--- src/rtl/uart_pkg.sv ---
// UART shared definitions: baud table, phase increment math, defaults.
// Used by the baud generator and the TX/RX state machines.
package uart_pkg;

  localparam int CLK_HZ_DEF     = 50_000_000;
  localparam int OVERSAMPLE_DEF = 16;
  localparam int ACC_W_DEF      = 24;
  localparam int SEL_W_DEF      = 3;

  function automatic int baud_rate(input int idx);
    case (idx)
      0:       return 300;
      1:       return 1200;
      2:       return 4800;
      3:       return 9600;
      4:       return 19200;
      5:       return 38400;
      6:       return 57600;
      default: return 115200;
    endcase
  endfunction

  // round(baud * os * 2**acc_w / clk_hz), 64-bit intermediates
  function automatic logic [63:0] baud_inc(
    input int baud,
    input int os,
    input int acc_w,
    input int clk_hz
  );
    logic [63:0] num;
    logic [63:0] den;
    num = (64'(baud) * 64'(os)) << acc_w;
    den = 64'(clk_hz);
    return (num + (den >> 1)) / den;
  endfunction

endpackage

--- src/rtl/baud_tick_if.sv ---
// Control inputs and strobe outputs of the shared baud generator.
// master = UART top level, slave = baud_tick_gen.
interface baud_tick_if
  import uart_pkg::*;
#(
  parameter int SEL_W = SEL_W_DEF,
  parameter int SUB_W = $clog2(OVERSAMPLE_DEF)
);

  logic             enable;
  logic [SEL_W-1:0] baud_select;
  logic             resync;
  logic             sample_ENABLE;
  logic             bit_ENABLE;
  logic             mid_ENABLE;
  logic [SUB_W-1:0] sub_cnt;

  modport master (
    output enable, baud_select, resync,
    input  sample_ENABLE, bit_ENABLE,
    input  mid_ENABLE, sub_cnt
  );

  modport slave (
    input  enable, baud_select, resync,
    output sample_ENABLE, bit_ENABLE,
    output mid_ENABLE, sub_cnt
  );

endinterface

--- src/rtl/baud_phase_acc.sv ---
// Fractional phase accumulator; carry out marks one sample period.
// carry_nx is the overflow of this cycle, carry is it registered.
module baud_phase_acc
  import uart_pkg::*;
#(
  parameter int ACC_W = ACC_W_DEF
) (
  input  logic             clk,
  input  logic             reset,
  input  logic             enable,
  input  logic             clear,
  input  logic [ACC_W-1:0] inc,
  output logic             carry_nx,
  output logic             carry
);

  logic [ACC_W-1:0] acc;
  logic [ACC_W:0]   sum;
  logic             run;

  assign run      = enable & ~clear;
  assign sum      = {1'b0, acc} + {1'b0, inc};
  assign carry_nx = run & sum[ACC_W];

  // advance phase modulo 2**ACC_W, or hold at zero when stopped/cleared
  always_ff @(posedge clk or negedge reset) begin
    if (!reset) begin
      acc   <= '0;
      carry <= 1'b0;
    end else begin
      carry <= carry_nx;
      acc   <= run ? sum[ACC_W-1:0] : '0;
    end
  end

endmodule

--- src/rtl/baud_tick_gen.sv ---
// UART timing generator: sample, bit and mid-bit strobes from a
// fractional phase accumulator, with select-change restart and resync.
module baud_tick_gen
  import uart_pkg::*;
#(
  parameter int CLK_HZ     = CLK_HZ_DEF,
  parameter int OVERSAMPLE = OVERSAMPLE_DEF,
  parameter int ACC_W      = ACC_W_DEF,
  parameter int SEL_W      = SEL_W_DEF
) (
  input logic        clk,
  input logic        reset,
  baud_tick_if.slave bus
);

  localparam int SUB_W = $clog2(OVERSAMPLE);
  localparam int NSEL  = 1 << SEL_W;

  localparam logic [SUB_W-1:0] SUB_LAST =
    SUB_W'(OVERSAMPLE - 1);
  localparam logic [SUB_W-1:0] SUB_PREMID =
    SUB_W'(OVERSAMPLE / 2 - 1);

  if ((OVERSAMPLE % 2) != 0 || OVERSAMPLE < 4 ||
      OVERSAMPLE > 64) begin : g_bad_os
    $error("baud_tick_gen: OVERSAMPLE must be even, 4..64");
  end

  logic [ACC_W-1:0] inc_tab [NSEL];

  for (genvar i = 0; i < NSEL; i++) begin : g_inc
    localparam logic [63:0] INC =
      baud_inc(baud_rate(i), OVERSAMPLE, ACC_W, CLK_HZ);
    if (INC >= (64'd1 << (ACC_W - 1))) begin : g_bad_inc
      $error("baud_tick_gen: strobe rate not below clk/2");
    end
    assign inc_tab[i] = INC[ACC_W-1:0];
  end

  logic [SEL_W-1:0] sel_q;
  logic             clr;
  logic             sub_clr;
  logic             carry_nx;
  logic             carry_q;
  logic [ACC_W-1:0] inc_sel;
  logic [SUB_W-1:0] sub_q;
  logic             wrap;
  logic             bit_q;
  logic             mid_q;

  assign inc_sel = inc_tab[bus.baud_select];
  assign clr     = bus.resync | (bus.baud_select != sel_q);
  assign sub_clr = ~bus.enable | clr;
  assign wrap    = (sub_q == SUB_LAST);

  baud_phase_acc #(
    .ACC_W (ACC_W)
  ) u_acc (
    .clk      (clk),
    .reset    (reset),
    .enable   (bus.enable),
    .clear    (clr),
    .inc      (inc_sel),
    .carry_nx (carry_nx),
    .carry    (carry_q)
  );

  // previous select; a mismatch restarts timing at the new rate
  always_ff @(posedge clk or negedge reset) begin
    if (!reset) sel_q <= '0;
    else        sel_q <= bus.baud_select;
  end

  // sample index and bit / mid-bit strobes, aligned with the carry
  always_ff @(posedge clk or negedge reset) begin
    if (!reset) begin
      sub_q <= '0;
      bit_q <= 1'b0;
      mid_q <= 1'b0;
    end else begin
      bit_q <= carry_nx & wrap;
      mid_q <= carry_nx & (sub_q == SUB_PREMID);
      unique case (1'b1)
        sub_clr:          sub_q <= '0;
        carry_nx & wrap:  sub_q <= '0;
        carry_nx & ~wrap: sub_q <= sub_q + 1'b1;
        default:          sub_q <= sub_q;
      endcase
    end
  end

  assign bus.sample_ENABLE = carry_q;
  assign bus.bit_ENABLE    = bit_q;
  assign bus.mid_ENABLE    = mid_q;
  assign bus.sub_cnt       = sub_q;

endmodule

--- src/flat_wrapper.sv ---
// flat-port wrapper written by rule: the top's interface ports become plain ports
module baud_tick_gen_flat import uart_pkg::*;
#(
  parameter int CLK_HZ     = CLK_HZ_DEF,
  parameter int OVERSAMPLE = OVERSAMPLE_DEF,
  parameter int ACC_W      = ACC_W_DEF,
  parameter int SEL_W      = SEL_W_DEF
)
  (clk, reset, bus_enable, bus_baud_select, bus_resync, bus_sample_ENABLE, bus_bit_ENABLE, bus_mid_ENABLE, bus_sub_cnt);
  baud_tick_if #(.SEL_W(SEL_W)) bus_i ();
  input logic clk;
  input logic reset;
  input wire logic [$bits(bus_i.enable)-1:0] bus_enable;
  input wire logic [$bits(bus_i.baud_select)-1:0] bus_baud_select;
  input wire logic [$bits(bus_i.resync)-1:0] bus_resync;
  output wire logic [$bits(bus_i.sample_ENABLE)-1:0] bus_sample_ENABLE;
  output wire logic [$bits(bus_i.bit_ENABLE)-1:0] bus_bit_ENABLE;
  output wire logic [$bits(bus_i.mid_ENABLE)-1:0] bus_mid_ENABLE;
  output wire logic [$bits(bus_i.sub_cnt)-1:0] bus_sub_cnt;
  assign bus_i.enable = bus_enable;
  assign bus_i.baud_select = bus_baud_select;
  assign bus_i.resync = bus_resync;
  assign bus_sample_ENABLE = bus_i.sample_ENABLE;
  assign bus_bit_ENABLE = bus_i.bit_ENABLE;
  assign bus_mid_ENABLE = bus_i.mid_ENABLE;
  assign bus_sub_cnt = bus_i.sub_cnt;
  baud_tick_gen #(.CLK_HZ(CLK_HZ), .OVERSAMPLE(OVERSAMPLE), .ACC_W(ACC_W), .SEL_W(SEL_W)) u_core (.clk(clk), .reset(reset), .bus(bus_i));
endmodule
--- config.mk ---
export PLATFORM = sky130hd
export DESIGN_NAME = baud_tick_gen_flat
export DESIGN_NICKNAME = d
export VERILOG_FILES = /design/src/rtl/uart_pkg.sv /design/src/rtl/baud_tick_if.sv /design/src/rtl/baud_phase_acc.sv /design/src/rtl/baud_tick_gen.sv /design/src/flat_wrapper.sv
export SDC_FILE = /design/constraint.sdc
export NUM_CORES = 1
export LEC_CHECK = 0
export ABC_CLOCK_PERIOD_IN_PS = 2500
export CAP_MARGIN = 20
export CORE_AREA = 5 5 76 78
export CTS_BUF_LIST = sky130_fd_sc_hd__clkbuf_4 sky130_fd_sc_hd__clkbuf_8 sky130_fd_sc_hd__clkbuf_16
export DETAILED_ROUTE_END_ITERATION = 10
export DIE_AREA = 0 0 81 83
export PLACE_DENSITY_LB_ADDON = 0.2
export RECOVER_POWER = 25
export SYNTH_ARGS = -nofsm -noshare
export SYNTH_HDL_FRONTEND = slang
export SYNTH_SLANG_ARGS = --single-unit
--- constraint.sdc ---
create_clock -name clk -period 2.5 [get_ports clk]
set_clock_uncertainty 0.1 [all_clocks]
set_input_delay 0.625 -clock clk [delete_from_list [all_inputs] [get_ports clk]]
set_output_delay 0.625 -clock clk [all_outputs]
set_load 0.05 [all_outputs]
After elaboration in Yosys (flattened, before gate mapping)
Memories as Yosys holds them, arrays and structs flattened.
Index checks and enable logic that the tools add are counted.

storage, ports and cells
  flip-flop bits (word level) = 34
  bits in read-only memories = 192
  input bits = 7
  output and inout bits = 7
  memories kept = 1

operators by class
  add/sub/neg operators = 2
  magnitude comparators = 1
  equality and inequality tests = 3
  multiplexer cells = 4
  bitwise gates (word level) = 11
  reduce and logical (&&, ||, !) cells = 2

memories
  name              depth  bits a word  read ports  clocked after memory_dff  wr ports  RTL line             text
  (name not given)  8      24           1           0                         0         baud_tick_gen.sv:51  assign inc_sel = inc_tab[bus.baud_select];

operators with widths
  kind                   number
  $mux W24               3
  $add A24 B24 Y25       1
  $pmux W4 S2            1
  $and A1 B1 Y1          5
  $add A4 B1 Y4 const B  1
  $eq A4 B3 Y1 const B   1
  $eq A4 B4 Y1 const B   1
  $ge A4 B4 Y1 const B   1
  $not A3 Y4             1
  $ne A3 B3 Y1           1
  $not A1 Y1             3
  $or A1 B1 Y1           2
  $reduce_bool A2 Y1     1
  $reduce_or A2 Y1       1

Longest topological paths before layout
  depth after elaboration = 9
  mapped depth = 13
  depth with buffers taken out = 13

Modules after synthesis
A second synthesis with hierarchy kept.

unflattened totals
  cell total of the unflattened synthesis = 321
  area, all modules = 2746.4 µm²

by module, submodules not included
  module          instances  cells each  area an instance (µm²)
  baud_phase_acc  1          239         2059.5
  baud_tick_gen   1          82          686.9

Least setup slack after synthesis
OpenSTA, ideal clock, no wires.

  path type = input to register
  from = in bus_baud_select[2]
  to = reg u_core.sub_q[3] (netlist: u_core.bus.sub_cnt[3])
  setup time = 0.096 ns
  arrival = 3.118 ns
  path slack = -0.814 ns
  stages = 13
  path through = clkbuf_1 clkbuf_1 nor2_1 a21oi_1 ha_1 fa_1 a21o_1 nand4_1 a31o_2 a21boi_4 o2111ai_4 and2_4 o32ai_2

between the ends
  cells in the longest elaborated chain, start to end = 9

RTL lines
  item                                                      RTL line              text
  start, declared                                           flat_wrapper.sv:14    input wire logic [$bits(bus_i.baud_select)-1:0] bus_baud_select;
  $not A3 Y4 (not written as such)                          baud_tick_gen.sv:51
  $mem_v2 Z8 W24                                            -
  $mux W24 (not written as such) (2 in series)              baud_tick_gen.sv:51
  $add A24 B24 Y25                                          baud_phase_acc.sv:22  assign sum = {1'b0, acc} + {1'b0, inc};
  $and A1 B1 Y1                                             baud_phase_acc.sv:23  assign carry_nx = run & sum[ACC_W];
  $and A1 B1 Y1                                             baud_tick_gen.sv:85   carry_nx & wrap: sub_q <= '0;
  $reduce_or A2 Y1 (no line)                                -
  $pmux W4 S2 / $reduce_bool A2 Y1 (equally long branches)  -
  end signal, assigned                                      baud_tick_gen.sv:86   carry_nx & ~wrap: sub_q <= sub_q + 1'b1;
  end signal, assigned                                      baud_tick_gen.sv:87   default: sub_q <= sub_q;
  end, declared                                             baud_tick_gen.sv:46   logic [SUB_W-1:0] sub_q;

Parallel ways exist; a longest one is shown, timed or not. The select of a mux whose other input is x is not followed.
A chain may end at the register's enable or synchronous reset.

Worst setup path after layout
  from = in bus_baud_select[0]
  to = reg u_core.u_acc.acc[18]

between the ends
  cells in the longest elaborated chain, start to end = 6

RTL lines
  item                                          RTL line              text
  $not A3 Y4 (not written as such)              baud_tick_gen.sv:51
  $mem_v2 Z8 W24                                -
  $mux W24 (not written as such) (2 in series)  baud_tick_gen.sv:51
  $add A24 B24 Y25                              baud_phase_acc.sv:22
  $mux W24 (*)                                  baud_phase_acc.sv:32  acc <= run ? sum[ACC_W-1:0] : '0;
  end signal, assigned                          baud_phase_acc.sv:32
  end, declared                                 baud_phase_acc.sv:17  logic [ACC_W-1:0] acc;

Mark *: on every way between the ends. The rest lies on a longest branch, timed or not. The select of a mux whose other input is x is not followed.

==> impl_metrics.tcl <==
set metrics [dict create \
    avgRoutedWirePerCell_um 26.8 \
    power_density_nw_per_um2 378 \
    yosysTopAreaCellShare_pct 31.6 \
    synth_common_cells "dfrtp_1 (34), nor2_1 (34), ha_1 (32)" \
    violations "setup timing" \
    syn_avg_cell_area_um2 8.91 \
    ys_seq_elements 34 \
    cts_hold_buf 0 \
    first_global_vias 3166 \
    synth_top_family_by_area "compound AO/OA/AOI/OAI gates" \
    ant_nets 0 \
    r2r-end "u_core.u_acc.acc[18]" \
    p_leak_uw 0.00214 \
    wl_met3_um 1530 \
    top_layer "met4" \
    crit_path_start_kind "input port" \
    critPathCapture "u_core.u_acc.acc[18]" \
    synth_adder_area_share_pct 15.6 \
    asyncSetResetFlopFracSynth_pct 100 \
    setup_ws_ns -0.773 \
    htreeDepth 2 \
    io_pins 14 \
    r2r-start "u_core.u_acc.acc[0]" \
    r2r_setup_slack_ns -0.18 \
    dr.pass1.iters 8 \
    place_inst 452 \
    ys_seq_area_share_pct 31.6 \
    path_class "in2reg" \
    fin_crit_sh_pct 131 \
    finalMaxSlewViolations 0 \
    clock-sinks 34 \
    path_max_fanout 4 \
    synth-edff-count 0 \
    diodes 0 \
    synth_xor_area_share_pct 5.21 \
    period_minus_slack_ns 3.27 \
    clk_pin_slew_ns 0.08 \
    synthSimpleGateAreaFrac_pct 19.1 \
    max_cap_violations 0 \
    fmaxAchievable_mhz 306 \
    area_delta_synth_final_pct 69.7 \
    slew_headroom_pct 40.8 \
    place.gp.congestion 0.957 \
    synthMuxAreaShare_pct 2.32 \
    met1_length_um 4450 \
    fin_total_pwr_uw 1720 \
    wl_met2_um 5990 \
    routed_via_density 6.89 \
    grt_overflow_total 0 \
    cts_buffer_depth 2 \
    worstSkewPairLatency_ns 0.32 \
    status "finished with violations" \
    drive_above_1_share_pct 50.5 \
    setup_tns_ns -15.04 \
    crit_arrival_ns 3.41 \
    synthCells 302 \
    yosysUniqueCellTypes 48 \
    drt_iter0_drc 469 \
    rsz0062_at_grt "true" \
    dp_hpwl_um 5220 \
    grt_pass1_wl_um 16100 \
    irDropWorstVdd_uv 574 \
    instances_no_fill 496 \
    worstPathRequired_ns 2.64 \
    cts_tree "done" \
    start_util_pct 53.7 \
    finalSetupViolCount 27 \
    startpoint "bus_baud_select[0]" \
    cts_made_buffers 5 \
    drc 0 \
    fill_cells 176 \
    ys.warnings.count 0 \
    die_y_um 83 \
    grt_max_degree 35 \
    vias 3418 \
    hp-class "in2async" \
    worst_slew_pin_slew_ns 0.888 \
    setup.worst_path.end_class "register" \
    root_buffer "clkbuf_8" \
    synth_area_leaders "dfrtp_1 (32%), ha_1 (15%), a21oi_1 (5.4%), nor2_1 (4.7%), a21o_1 (3.9%)" \
    synth_area_um2 2690 \
    ys.flop_type "dfrtp_1" \
    nNetsFinal 465 \
    antenna_found_initial 0 \
    die-area_um2 6720 \
    synth_compound_area_share_pct 23.9 \
    synthesis.nets 342 \
    yosys.area.top_type "dfrtp_1" \
    die_w_um 81 \
    ff2ff_path_depth 10 \
    wl_um 13300 \
    portBuffers 13 \
    grt_usage_pct 31.3 \
    core.rowCount 26 \
    hold_viol 0 \
    core_area_um2 5010 \
]
==> worst min path at each step <==
stage	start	cells after the start	to
floorplan	reset	0	u_core.bus.bit_ENABLE
global placement	u_core.u_acc.acc[22]	2	u_core.u_acc.acc[22]
detailed placement	u_core.u_acc.acc[22]	2	u_core.u_acc.acc[22]
CTS	reset	1	u_core.u_acc.acc[19]
global route	reset	1	u_core.u_acc.acc[13]
finish	reset	1	u_core.u_acc.acc[13]
==> cell families after synthesis <==
family | Yosys count
fa+ha+maj | 33
mux | 6
compound gates | 91
flops | 34
xor+xnor | 16
buf+inv | 16
simple gates | 106
==> metrics by stage <==
step                      utilization (%)  hold slack (ns)  worst slack [ns]  cell area (um^2)
after global routing                 91.2            0.371            -0.803              4570
after global placement               70.4            0.423             -1.35              3530
final                                91.2            0.324            -0.773              4570
after floorplan                         -            0.229            -0.509              2780
after detailed placement             70.4            0.435             -1.40              3530
after CTS                            84.8            0.351            -0.452              4250
==> sequential cells by signal (all words and copies together), names as in the netlist <==
signal	count
u_core.u_acc.acc	24
u_core.bus.sub_cnt	4
u_core.sel_q	3
u_core.bus.bit_ENABLE	1
u_core.bus.mid_ENABLE	1
u_core.u_acc.carry	1
==> timing repair <==
item	CTS	global route
endpoints found under the setup margin	30	25
pin swaps	57	51
gates resized for setup	87	46
buffers inserted	26	12
gates cloned	1	1
==> worst max-delay path, stage by stage <==
cell	delay [ns]
buf_8	0.09
clkinvlp_4	0.16
ha_4	0.28
a21oi_2	0.14
ha_2	0.23
fa_2	0.24
a21o_1	0.16
nand4_1	0.18
a31o_4	0.33
buf_6	0.13
o2111ai_4	0.19
a21oi_2	0.09
or4_1	0.45
o21ai_1	0.11
==> report_power, final <==
part / switching [uW] / leakage, uW / internal, uW
clock: 259 / 0.0000683 / 400
combinational: 267 / 0.00161 / 237
sequential: 5.53 / 0.000467 / 557
total: 531 / 0.00214 / 1190
==> cell type report <==
class	count	area, um^2	area share, %
repair buffers	124	1080	23.7
well taps	70	87.6	1.92
multi-input cells	252	2370	51.9
clock inverters	3	68.8	1.51
clock buffers	5	68.8	1.51
inverters	8	37.5	0.822
flip-flops and latches	34	851	18.6
==> metal layers <==
metal	vias up	global-route usage (%)
met2	333	52.9
met4	0	14.4
li1	1337	-
met5	-	0
met3	145	8.33
met1	1603	36.2
==> layout by cell type (no fill, tap or decap), types with 6 or more instances in the layout <==
cell / instances
nor2_1: 28
nand3_1: 8
and3_1: 6
nand2_1: 18
a21oi_2: 18
buf_4: 91
o21ai_2: 6
o21ai_0: 6
inv_1: 6
ha_4: 15
xor2_1: 9
dfrtp_1: 34
ha_1: 16
a21oi_1: 9
buf_6: 17
a21o_1: 14
clkdlybuf4s50_1: 9
Power figures use the tool's default switching activity.
